### config.mk
export PLATFORM = sky130hd
export DESIGN_NAME = mam_bb_arbiter
export DESIGN_NICKNAME = d
export VERILOG_FILES = /design/src/rtl/mam_bb_arbiter.sv
export SDC_FILE = /design/constraint.sdc
export NUM_CORES = 1
export LEC_CHECK = 0
export ABC_AREA = 1
export ABC_CLOCK_PERIOD_IN_PS = 2700
export BUFFER_PORTS_ARGS = -buffer_cell sky130_fd_sc_hd__buf_4
export CAP_MARGIN = 5
export CELL_PAD_IN_SITES_DETAIL_PLACEMENT = 1
export CELL_PAD_IN_SITES_GLOBAL_PLACEMENT = 1
export CORE_MARGIN = 2
export CORE_UTILIZATION = 15
export CTS_BUF_LIST = sky130_fd_sc_hd__clkbuf_8
export CTS_CLUSTER_SIZE = 28
export DETAILED_ROUTE_END_ITERATION = 10
export PLACE_DENSITY = 0.8
export SLEW_MARGIN = 20
export SYNTH_ARGS = -nofsm -noshare
export SYNTH_HDL_FRONTEND = slang
export SYNTH_SLANG_ARGS = --single-unit
### constraint.sdc
create_clock -name clk_i -period 2.7 [get_ports clk_i]
set_input_delay 0.81 -clock clk_i [delete_from_list [all_inputs] [get_ports clk_i]]
set_output_delay 0.81 -clock clk_i [all_outputs]
set_load 0.01 [all_outputs]
### src/rtl/mam_bb_arbiter.sv
`default_nettype none
// ============================================================================
// Module   : mam_bb_arbiter
// Purpose  : Cycle-level req/gnt arbiter sharing one single-port Blackbone
//            memory between the CPU and the MAM debug master. MAM has
//            priority, bounded by a burst limit so the CPU cannot starve.
//            Read data is steered back to whichever master issued the read.
// Revision : 1.0 - initial release
// ============================================================================
module mam_bb_arbiter #(
  parameter int AW            = 32,
  parameter int DW            = 32,
  parameter bit USE_DEBUG     = 1'b1,
  parameter int MAM_BURST_MAX = 16
) (
  input  logic          clk_i,
  input  logic          rst_ni,
  // CPU port
  input  logic          cpu_req_i,
  input  logic          cpu_we_i,
  input  logic          cpu_lock_i,
  input  logic [AW-1:0] cpu_addr_i,
  input  logic [DW-1:0] cpu_din_i,
  output logic          cpu_gnt_o,
  output logic          cpu_rvalid_o,
  output logic [DW-1:0] cpu_rdata_o,
  // MAM port
  input  logic          mam_req_i,
  input  logic          mam_we_i,
  input  logic [AW-1:0] mam_addr_i,
  input  logic [DW-1:0] mam_din_i,
  output logic          mam_gnt_o,
  output logic          mam_rvalid_o,
  output logic [DW-1:0] mam_rdata_o,
  // memory port
  output logic          mem_en_o,
  output logic          mem_we_o,
  output logic [AW-1:0] mem_addr_o,
  output logic [DW-1:0] mem_din_o,
  input  logic [DW-1:0] mem_dout_i,
  // last-cycle owner: 0 idle, 1 MAM, 2 CPU
  output logic [1:0]    owner_o
);

  // Counter must be able to hold MAM_BURST_MAX itself.
  localparam int CW = $clog2(MAM_BURST_MAX + 1);
  localparam logic [CW-1:0] BURST_LIMIT = CW'(MAM_BURST_MAX);

  typedef enum logic [1:0] {
    ST_IDLE = 2'd0,
    ST_MAM  = 2'd1,
    ST_CPU  = 2'd2
  } state_t;

  state_t          state;
  state_t          next_state;
  state_t          rd_owner;
  state_t          rd_owner_next;
  logic [CW-1:0]   burst_cnt;
  logic            mam_req_eff;
  logic            win_cpu;
  logic            win_mam;
  logic            burst_full;

  // With the debug port compiled out, MAM requests are simply never seen.
  generate
    if (USE_DEBUG) begin : g_debug
      assign mam_req_eff = mam_req_i;
    end else begin : g_no_debug
      assign mam_req_eff = 1'b0;
    end
  endgenerate

  assign burst_full = (burst_cnt == BURST_LIMIT);

  // Ownership state register; the state is the winner of the previous cycle.
  always_ff @(posedge clk_i or negedge rst_ni) begin
    if (!rst_ni) begin
      state <= ST_IDLE;
    end else begin
      state <= next_state;
    end
  end

  // Winner selection in priority order; next state is this cycle's winner.
  always_comb begin
    win_cpu    = 1'b0;
    win_mam    = 1'b0;
    next_state = ST_IDLE;
    if (state == ST_CPU && cpu_lock_i && cpu_req_i) begin
      win_cpu = 1'b1;
    end else if (mam_req_eff && cpu_req_i && burst_full) begin
      win_cpu = 1'b1;
    end else if (mam_req_eff) begin
      win_mam = 1'b1;
    end else if (cpu_req_i) begin
      win_cpu = 1'b1;
    end
    if (win_cpu) begin
      next_state = ST_CPU;
    end else if (win_mam) begin
      next_state = ST_MAM;
    end
  end

  // Grants are masked by reset so nothing reaches the memory while held in reset.
  assign cpu_gnt_o = win_cpu & rst_ni;
  assign mam_gnt_o = win_mam & rst_ni;

  // Memory request mux; every field is zero when nobody is granted.
  always_comb begin
    mem_en_o   = 1'b0;
    mem_we_o   = 1'b0;
    mem_addr_o = '0;
    mem_din_o  = '0;
    if (cpu_gnt_o) begin
      mem_en_o   = 1'b1;
      mem_we_o   = cpu_we_i;
      mem_addr_o = cpu_addr_i;
      mem_din_o  = cpu_din_i;
    end else if (mam_gnt_o) begin
      mem_en_o   = 1'b1;
      mem_we_o   = mam_we_i;
      mem_addr_o = mam_addr_i;
      mem_din_o  = mam_din_i;
    end
  end

  // Burst counter: counts MAM grants only while the CPU is waiting.
  always_ff @(posedge clk_i or negedge rst_ni) begin
    if (!rst_ni) begin
      burst_cnt <= '0;
    end else if (!cpu_req_i || cpu_gnt_o) begin
      burst_cnt <= '0;
    end else if (mam_gnt_o && !burst_full) begin
      burst_cnt <= burst_cnt + CW'(1);
    end
  end

  // Remember who issued the read so the returning data goes to its issuer.
  always_comb begin
    rd_owner_next = ST_IDLE;
    if (cpu_gnt_o && !cpu_we_i) begin
      rd_owner_next = ST_CPU;
    end else if (mam_gnt_o && !mam_we_i) begin
      rd_owner_next = ST_MAM;
    end
  end

  // Read-owner register; reset drops any in-flight read.
  always_ff @(posedge clk_i or negedge rst_ni) begin
    if (!rst_ni) begin
      rd_owner <= ST_IDLE;
    end else begin
      rd_owner <= rd_owner_next;
    end
  end

  assign cpu_rvalid_o = (rd_owner == ST_CPU) & rst_ni;
  assign mam_rvalid_o = (rd_owner == ST_MAM) & rst_ni;
  assign cpu_rdata_o  = cpu_rvalid_o ? mem_dout_i : '0;
  assign mam_rdata_o  = mam_rvalid_o ? mem_dout_i : '0;
  assign owner_o      = state;

endmodule
`default_nettype wire

==> results.md, run 1 <==
* Outcome: finished with violations
* Failing checks: setup timing
* Final Skew at 0.00197 ns
* Dpl hpwl at 10100 um
* Crit path kind: input port to primary output
* Met1 Use GR at 17.0%
* Mapped Area at 1920 um2
* Comb pwr share at 67.5%
* Reg2reg path depth at 11
* Max clock buf depth at 2
* Post-route DRC violation count at 0
* HP Class: input port to async pin
* Final TNS setup at -0.132 ns
* Switching power at 350 uW
* Yosys top cell area share at 28.9%
* Unrepaired setup endpoints after global routing: yes
* CP peak stage delay at 0.16 ns
* Final net count at 860
* First-pass GRT wire length at 16400 um
* Most common cell in the netlist: nand2_1
* Drt pass-1 iters at 4
* Critical-path cell list: buf_4 -> nand2_2 -> nor2_2 -> nor2_2 -> nand3_4 -> inv_8 -> buf_12 -> nand2_1 -> nand2_2 -> buf_6
* Gr usage total at 15.3%
* Row count at 41
* CORE AREA at 12600 um2
* # IOs at 303
* Seq pwr share at 15.3%
* Final setup violation count at 11
* Internal Power at 601 uW
* Syn_area_per_cell at 4.97 um2
* Die Ht at 117 um
* Post-synthesis net count at 556
* Later-pin clock latency in the skew report at 0.24 ns
* Crit. End Element: primary output
* First-iteration detailed-routing DRC count at 111
* Worst R2R Setup Slack at 0.96 ns
* Register bit count reported by yosys at 9
* Root Buffer: clkbuf_8
* Ratio of final minimum period to clock period at 102%
* GRT met3 Usage at 2.94%
* Ys Warns at 0
* Area contributors post-synth: nand2_1 (29%), nand3_1 (15%), nor2_1 (15%)
* Htree depth at 1
* Port bufs at 302
* Initial core utilization at 15.3%
* Slowest stage cell, crit path: nor2_2
* Clk slew on worst S/H paths at 0.05 ns
* Final min period at 2.75 ns
* Worst setup margin at -0.0462 ns
* Routability-driven placement congestion ratio at 0.735
* Ant. Diodes at 0
* Die ar. at 13700 um2
* Met2 GRT Util at 30.5%
* WP data arrival at 1.94 ns
* Number of global-route vias before repair at 3352
* Reg-to-Reg Start: burst_cnt[0]$_DFFE_PN0P_
* Final hold vios at 0
* Hold Slack at 0.391 ns
* Final ANT Viol Nets at 0
* Die Width at 117 um
* EDFF count, synth at 0
* Sink Count at 9
* Routed vias at 3573
* Inserted Clock Buffers at 3
* Switch share at 36.8%
* Post-synthesis sequential area ratio at 11.7%
* Grt total ovfl at 0
* Mapped Cells at 387
* Clock power frac at 17.3%
* F_max at 0.364 GHz
* Main flop type after synthesis: dfrtp_1
* Slew @ Worst Pin at 0.469 ns
* Ys async rst share at 100%
* Pwr Density at 196 nW/um2
* Static leakage at 2.93 nW
* Crit Path Max Fanout at 21
* Max-slew violation count at 0
* Commonest cells post-synth: nand2_1 (148), nor2_1 (77), nand3_1 (59), inv_1 (46), nand3_2 (11)
* GR peak layer: met2
* Cell variety after synth at 18
* Vias per inst at 4.15
* Finished Core Util at 38.6%
* Max_cap viols at 0
* RR Endpoint: burst_cnt[2]$_DFFE_PN0P_
* CTS tree: yes
* Largest net degree at the start of global routing at 43
* DRT Wirelength at 13100 um
* Initial antenna violation count at 0
* VDD IR max at 0.144 mV
* Share of post-route cells with drive strength above 1 at 54.5%
* Total design power at 951 uW
* Area leader, netlist: nand2_1
* Critical path required time at 1.89 ns
* Area grow syn2layout at 152%
* Slew HR at 68.7%
* Worst Setup Start Kind: input port
* Routed WL per cell at 15.1 um
==> state kept, by name, summed over array words and instances (netlist names) <==
signal,flops
rd_owner,2
burst_cnt,5
owner_o,2
==> repair_timing <==
| item | 4_1_cts | 5_1_grt |
|---|---|---|
| endpoints found under the setup margin | 43 | 68 |
| buffers inserted | 2 | 1 |
| hold buffers | 0 | 0 |
| pin swaps | 1 | 22 |
| resized for setup | 11 | 48 |
| cloned | 1 | 6 |
==> kinds of logic after synthesis <==
group,share of synthesized area [%]
simple gates,66.2
fa+ha+maj,1.30
flops,11.7
buf+inv,19.4
xor+xnor,1.37
==> worst max-delay path by stage <==
stage	startpoint	to	slack [ns]
floorplan	rst_ni	mam_rdata_o[10]	0.11
global placement	cpu_req_i	mem_we_o	-0.04
detailed placement	cpu_req_i	mem_we_o	-0.06
CTS	cpu_lock_i	mem_addr_o[0]	-0.03
global route	cpu_req_i	mem_din_o[30]	-0.13
finish	cpu_lock_i	mem_din_o[30]	-0.05
==> power groups by stage <==
stage | Combinational [mW] | Clock (mW) | Sequential (mW)
6_report | 0.642 | 0.164 | 0.145
3_3_place_gp | 0.558 | 0 | 0.147
3_5_place_dp | 0.567 | 0 | 0.148
5_1_grt | 0.697 | 0.176 | 0.146
2_1_floorplan | 0.206 | 0 | 0.148
4_1_cts | 0.584 | 0.169 | 0.145
==> through the flow <==
| stage | std cells | setup slack [ns] | area (um2) |
|---|---|---|---|
| global placement | 848 | -0.0412 | 4400 |
| global route | 862 | -0.129 | 4850 |
| CTS | 855 | -0.0326 | 4520 |
| detailed placement | 848 | -0.0626 | 4400 |
| floorplan | 387 | 0.107 | 1920 |
| finish | 862 | -0.0462 | 4850 |
==> final cells by class <==
cell class / instances / area (um2)
Clock buffer: 3 / 41.3
Clock inverter: 1 / 5.00
Fill cell: 1690 / 7720
Inverter: 47 / 184
Multi-Input combinational cell: 303 / 1460
Sequential cell: 9 / 225
Tap cell: 172 / 215
Timing Repair Buffer: 327 / 2720
==> worst max-delay path: cells and delay by family <==
kind | cells | cell delay, ns
buf+inv | 4 | 0.48
simple gates | 6 | 0.61
==> routing by layer <==
layer  wire [um]  share of wire, %
met4         154               1.2
met3        1250               9.6
met5           0                 0
met2        7000                54
met1        4660                36
==> placed cells by master, fill, tap and decap left out <==
cell type  count
clkbuf_8       3
clkbuf_16      6
inv_2          2
nand4_1        1
buf_16         1
nor2_2         3
nor2_1        72
nand2_2       13
xor2_1         2
nand3_4        1
ha_1           1
buf_4        297
nor2_4         2
nand2_1      133
buf_6         17
buf_12         6
clkinv_2       1
nor3_2         1
nand3_1       51
ha_2           1
inv_8          1
xnor2_1        1
dfrtp_1        9
inv_1         44
nand2_4        2
nand3_2       18
nand2_8        1
(Power assumes the default switching activity.)
==> inputs of run 2 (changes only) <==
- CELL_PAD_IN_SITES_GLOBAL_PLACEMENT: 1 -> 2
- CORE_UTILIZATION: 15 -> 10
- PLACE_DENSITY: 0.8 -> 0.79
==> run 2 against run 1 <==
The run now ends clean. Critical path type unchanged. Clock-buffer cell count unchanged. Setup slack improved by 0.063 ns. Via count increased by 1.1%. Die area increased by 48%. Wire length increased by 0.75%. Clock skew increased by 0.0026 ns.
==> results.md, run 2 (synthesis gave the netlist of run 1 again) <==
* Outcome: complete, no violations (was finished with violations)
* Post-route DRC violation count at 0 (unchanged)
* Unrepaired setup endpoints after global routing: yes (unchanged)
* Routed vias at 3614 (was 3573)
* Register area at 225 um2 (unchanged)
* Max-slew violation count at 0 (unchanged)
* Worst Setup Start Kind: input port (unchanged)
* Final setup violation count at 0 (was 11)
* Hold Slack at 0.503 ns (was 0.391 ns)
* Placed cell count at 922 (was 848)
* First-iteration detailed-routing DRC count at 62 (was 111)
* VDD IR max at 0.106 mV (was 0.144 mV)
* WP data arrival at 1.87 ns (was 1.94 ns)
* Htree depth at 1 (unchanged)
* Die Ht at 143 um (was 117 um)
* Inserted Clock Buffers at 3 (unchanged)
* # IOs at 303 (unchanged)
* Crit path kind: input port to primary output (unchanged)
* Final Skew at 0.00454 ns (was 0.00197 ns)
* Die Width at 143 um (was 117 um)
* Most frequent cells in the layout: buf_4 (279), nand2_1 (86), nor2_1 (71) (was buf_4 (297), nand2_1 (133), nor2_1 (72))
* Clk slew on worst S/H paths at 0.04 ns (was 0.05 ns)
* Static leakage at 3.13 nW (was 2.93 nW)
* HP Class: flop to flop (was input port to async pin)
* Max FFs per register at 5 (unchanged)
* Ant. Diodes at 0 (unchanged)
* Max clock buf depth at 2 (unchanged)
* FILL cells at 2350 (was 1690)
* Dpl hpwl at 10100 um (about the same)
* First-pass GRT wire length at 17900 um (was 16400 um)
* Slew HR at 76.5% (was 68.7%)
* Slew @ Worst Pin at 0.353 ns (was 0.469 ns)
* Routed WL per cell at 14.0 um (was 15.1 um)
* Max_cap viols at 0 (unchanged)
* Number of global-route vias before repair at 3486 (was 3352)
* Final hold vios at 0 (unchanged)
* Grt total ovfl at 0 (unchanged)
* Drt pass-1 iters at 4 (unchanged)
* Ratio of final minimum period to clock period at 99.4% (was 102%)
* Final min period at 2.68 ns (was 2.75 ns)
* F_max at 0.373 GHz (was 0.364 GHz)
* Commonest non-fill, non-tap cell in the layout: buf_4 (unchanged)
* Crit. End Element: primary output (unchanged)
* Row count at 50 (was 41)
* Root Buffer: clkbuf_8 (unchanged)
* Final ANT Viol Nets at 0 (unchanged)
* Gr usage total at 10.9% (was 15.3%)
* Port bufs at 302 (unchanged)
* Area grow syn2layout at 182% (was 152%)
* Vias per inst at 3.86 (was 4.15)
* Largest net degree at the start of global routing at 62 (was 43)
* Later-pin clock latency in the skew report at 0.23 ns (was 0.24 ns)
* Sink Count at 9 (unchanged)
* Total design power at 1.03 mW (was 951 uW)
* Initial core utilization at 10.2% (was 15.3%)
* Final net count at 873 (was 860)
* Initial antenna violation count at 0 (unchanged)
* Die ar. at 20300 um2 (was 13700 um2)
* Critical path required time at 1.89 ns (about the same)
* Crit Path Max Fanout at 6 (was 21)
* CORE AREA at 18800 um2 (was 12600 um2)
* Multi-input logic area at 1680 um2 (was 1460 um2)
* Share of post-route cells with drive strength above 1 at 63.0% (was 54.5%)
* CTS tree: yes (unchanged)
* Finished Core Util at 28.9% (was 38.6%)
* Routability-driven placement congestion ratio at 0.720 (was 0.735)
* Pwr Density at 189 nW/um2 (was 196 nW/um2)
* Most flops, register: burst_cnt (unchanged)
* DRT Wirelength at 13200 um (was 13100 um)
* Final non-filler cell total at 937 (was 862)
[run 2: cell types whose count changed in the layout (fill, tap and decap cells not counted), moves of 9 or more]
| cell | previous run | this run |
|---|---|---|
| nand2_2 | 13 | 50 |
| buf_6 | 17 | 39 |
| nand2_1 | 133 | 86 |
| nand2_4 | 2 | 13 |
| buf_4 | 297 | 279 |
| nand3_1 | 51 | 42 |
[run 2: path summary, 6_finish.rpt]
kind	startpoint	end	slack [ns]	depth (start not counted)
setup reg to reg	burst_cnt[1]$_DFFE_PN0P_	burst_cnt[2]$_DFFE_PN0P_	0.91	12
hold / removal	burst_cnt[1]$_DFFE_PN0P_	burst_cnt[1]$_DFFE_PN0P_	0.50	2
hold reg to reg	burst_cnt[1]$_DFFE_PN0P_	burst_cnt[1]$_DFFE_PN0P_	0.50	2
min in group asynchronous	rst_ni	burst_cnt[3]$_DFFE_PN0P_	0.57	2
setup / recovery	cpu_req_i	mem_addr_o[11]	0.02	11
max in group asynchronous	rst_ni	owner_o[0]$_DFF_PN0_	1.83	2
[run 2: worst max-delay path: stages]
cell	delay (ns)
buf_12	0.11
nand2_4	0.05
nor2_4	0.05
nor2_4	0.10
nand3_4	0.11
inv_8	0.10
buf_12	0.14
clkbuf_16	0.17
nand2_2	0.06
nand2_2	0.06
buf_6	0.10
[run 2: through the flow]
stage	setup TNS (ns)	setup WS, ns	cell area (um2)
2_1_floorplan	0	0.107	1920
3_3_place_gp	-0.740	-0.0747	4590
3_5_place_dp	-1.73	-0.0730	4590
4_1_cts	-1.59	-0.0585	4870
5_1_grt	-1.59	-0.0525	5430
6_report	0	0.0169	5430
[run 2: area by class of cell]
type | instances | area share (%)
flip-flops and latches | 9 | 4.15
inverters | 47 | 3.39
clock inverters | 1 | 0.0692
well taps | 234 | 5.39
clock buffers | 3 | 0.761
multi-input cells | 303 | 30.9
repair buffers | 340 | 55.3
[run 2: layer usage]
layer / wire, um / up-vias / track usage, %
li1: - / 1803 / -
met1: 5210 / 1631 / 13.0
met2: 6780 / 174 / 20.6
met3: 1090 / 6 / 2.01
met4: 83 / 0 / 1.88
met5: 0 / - / 0
[run 2: repair_timing]
item,in CTS,in global routing
resized for setup,31,133
endpoints found under the setup margin,62,67
buffers inserted,2,2
pin swaps,8,29
cloned,4,4
hold buffers,0,0
[run 2: power breakdown]
part           switching [mW]  leakage, nW  internal (mW)
Combinational           0.313         2.98          0.415
Clock                  0.0548       0.0269         0.0992
Sequential            0.00398        0.120          0.141
Total                   0.372         3.13          0.655
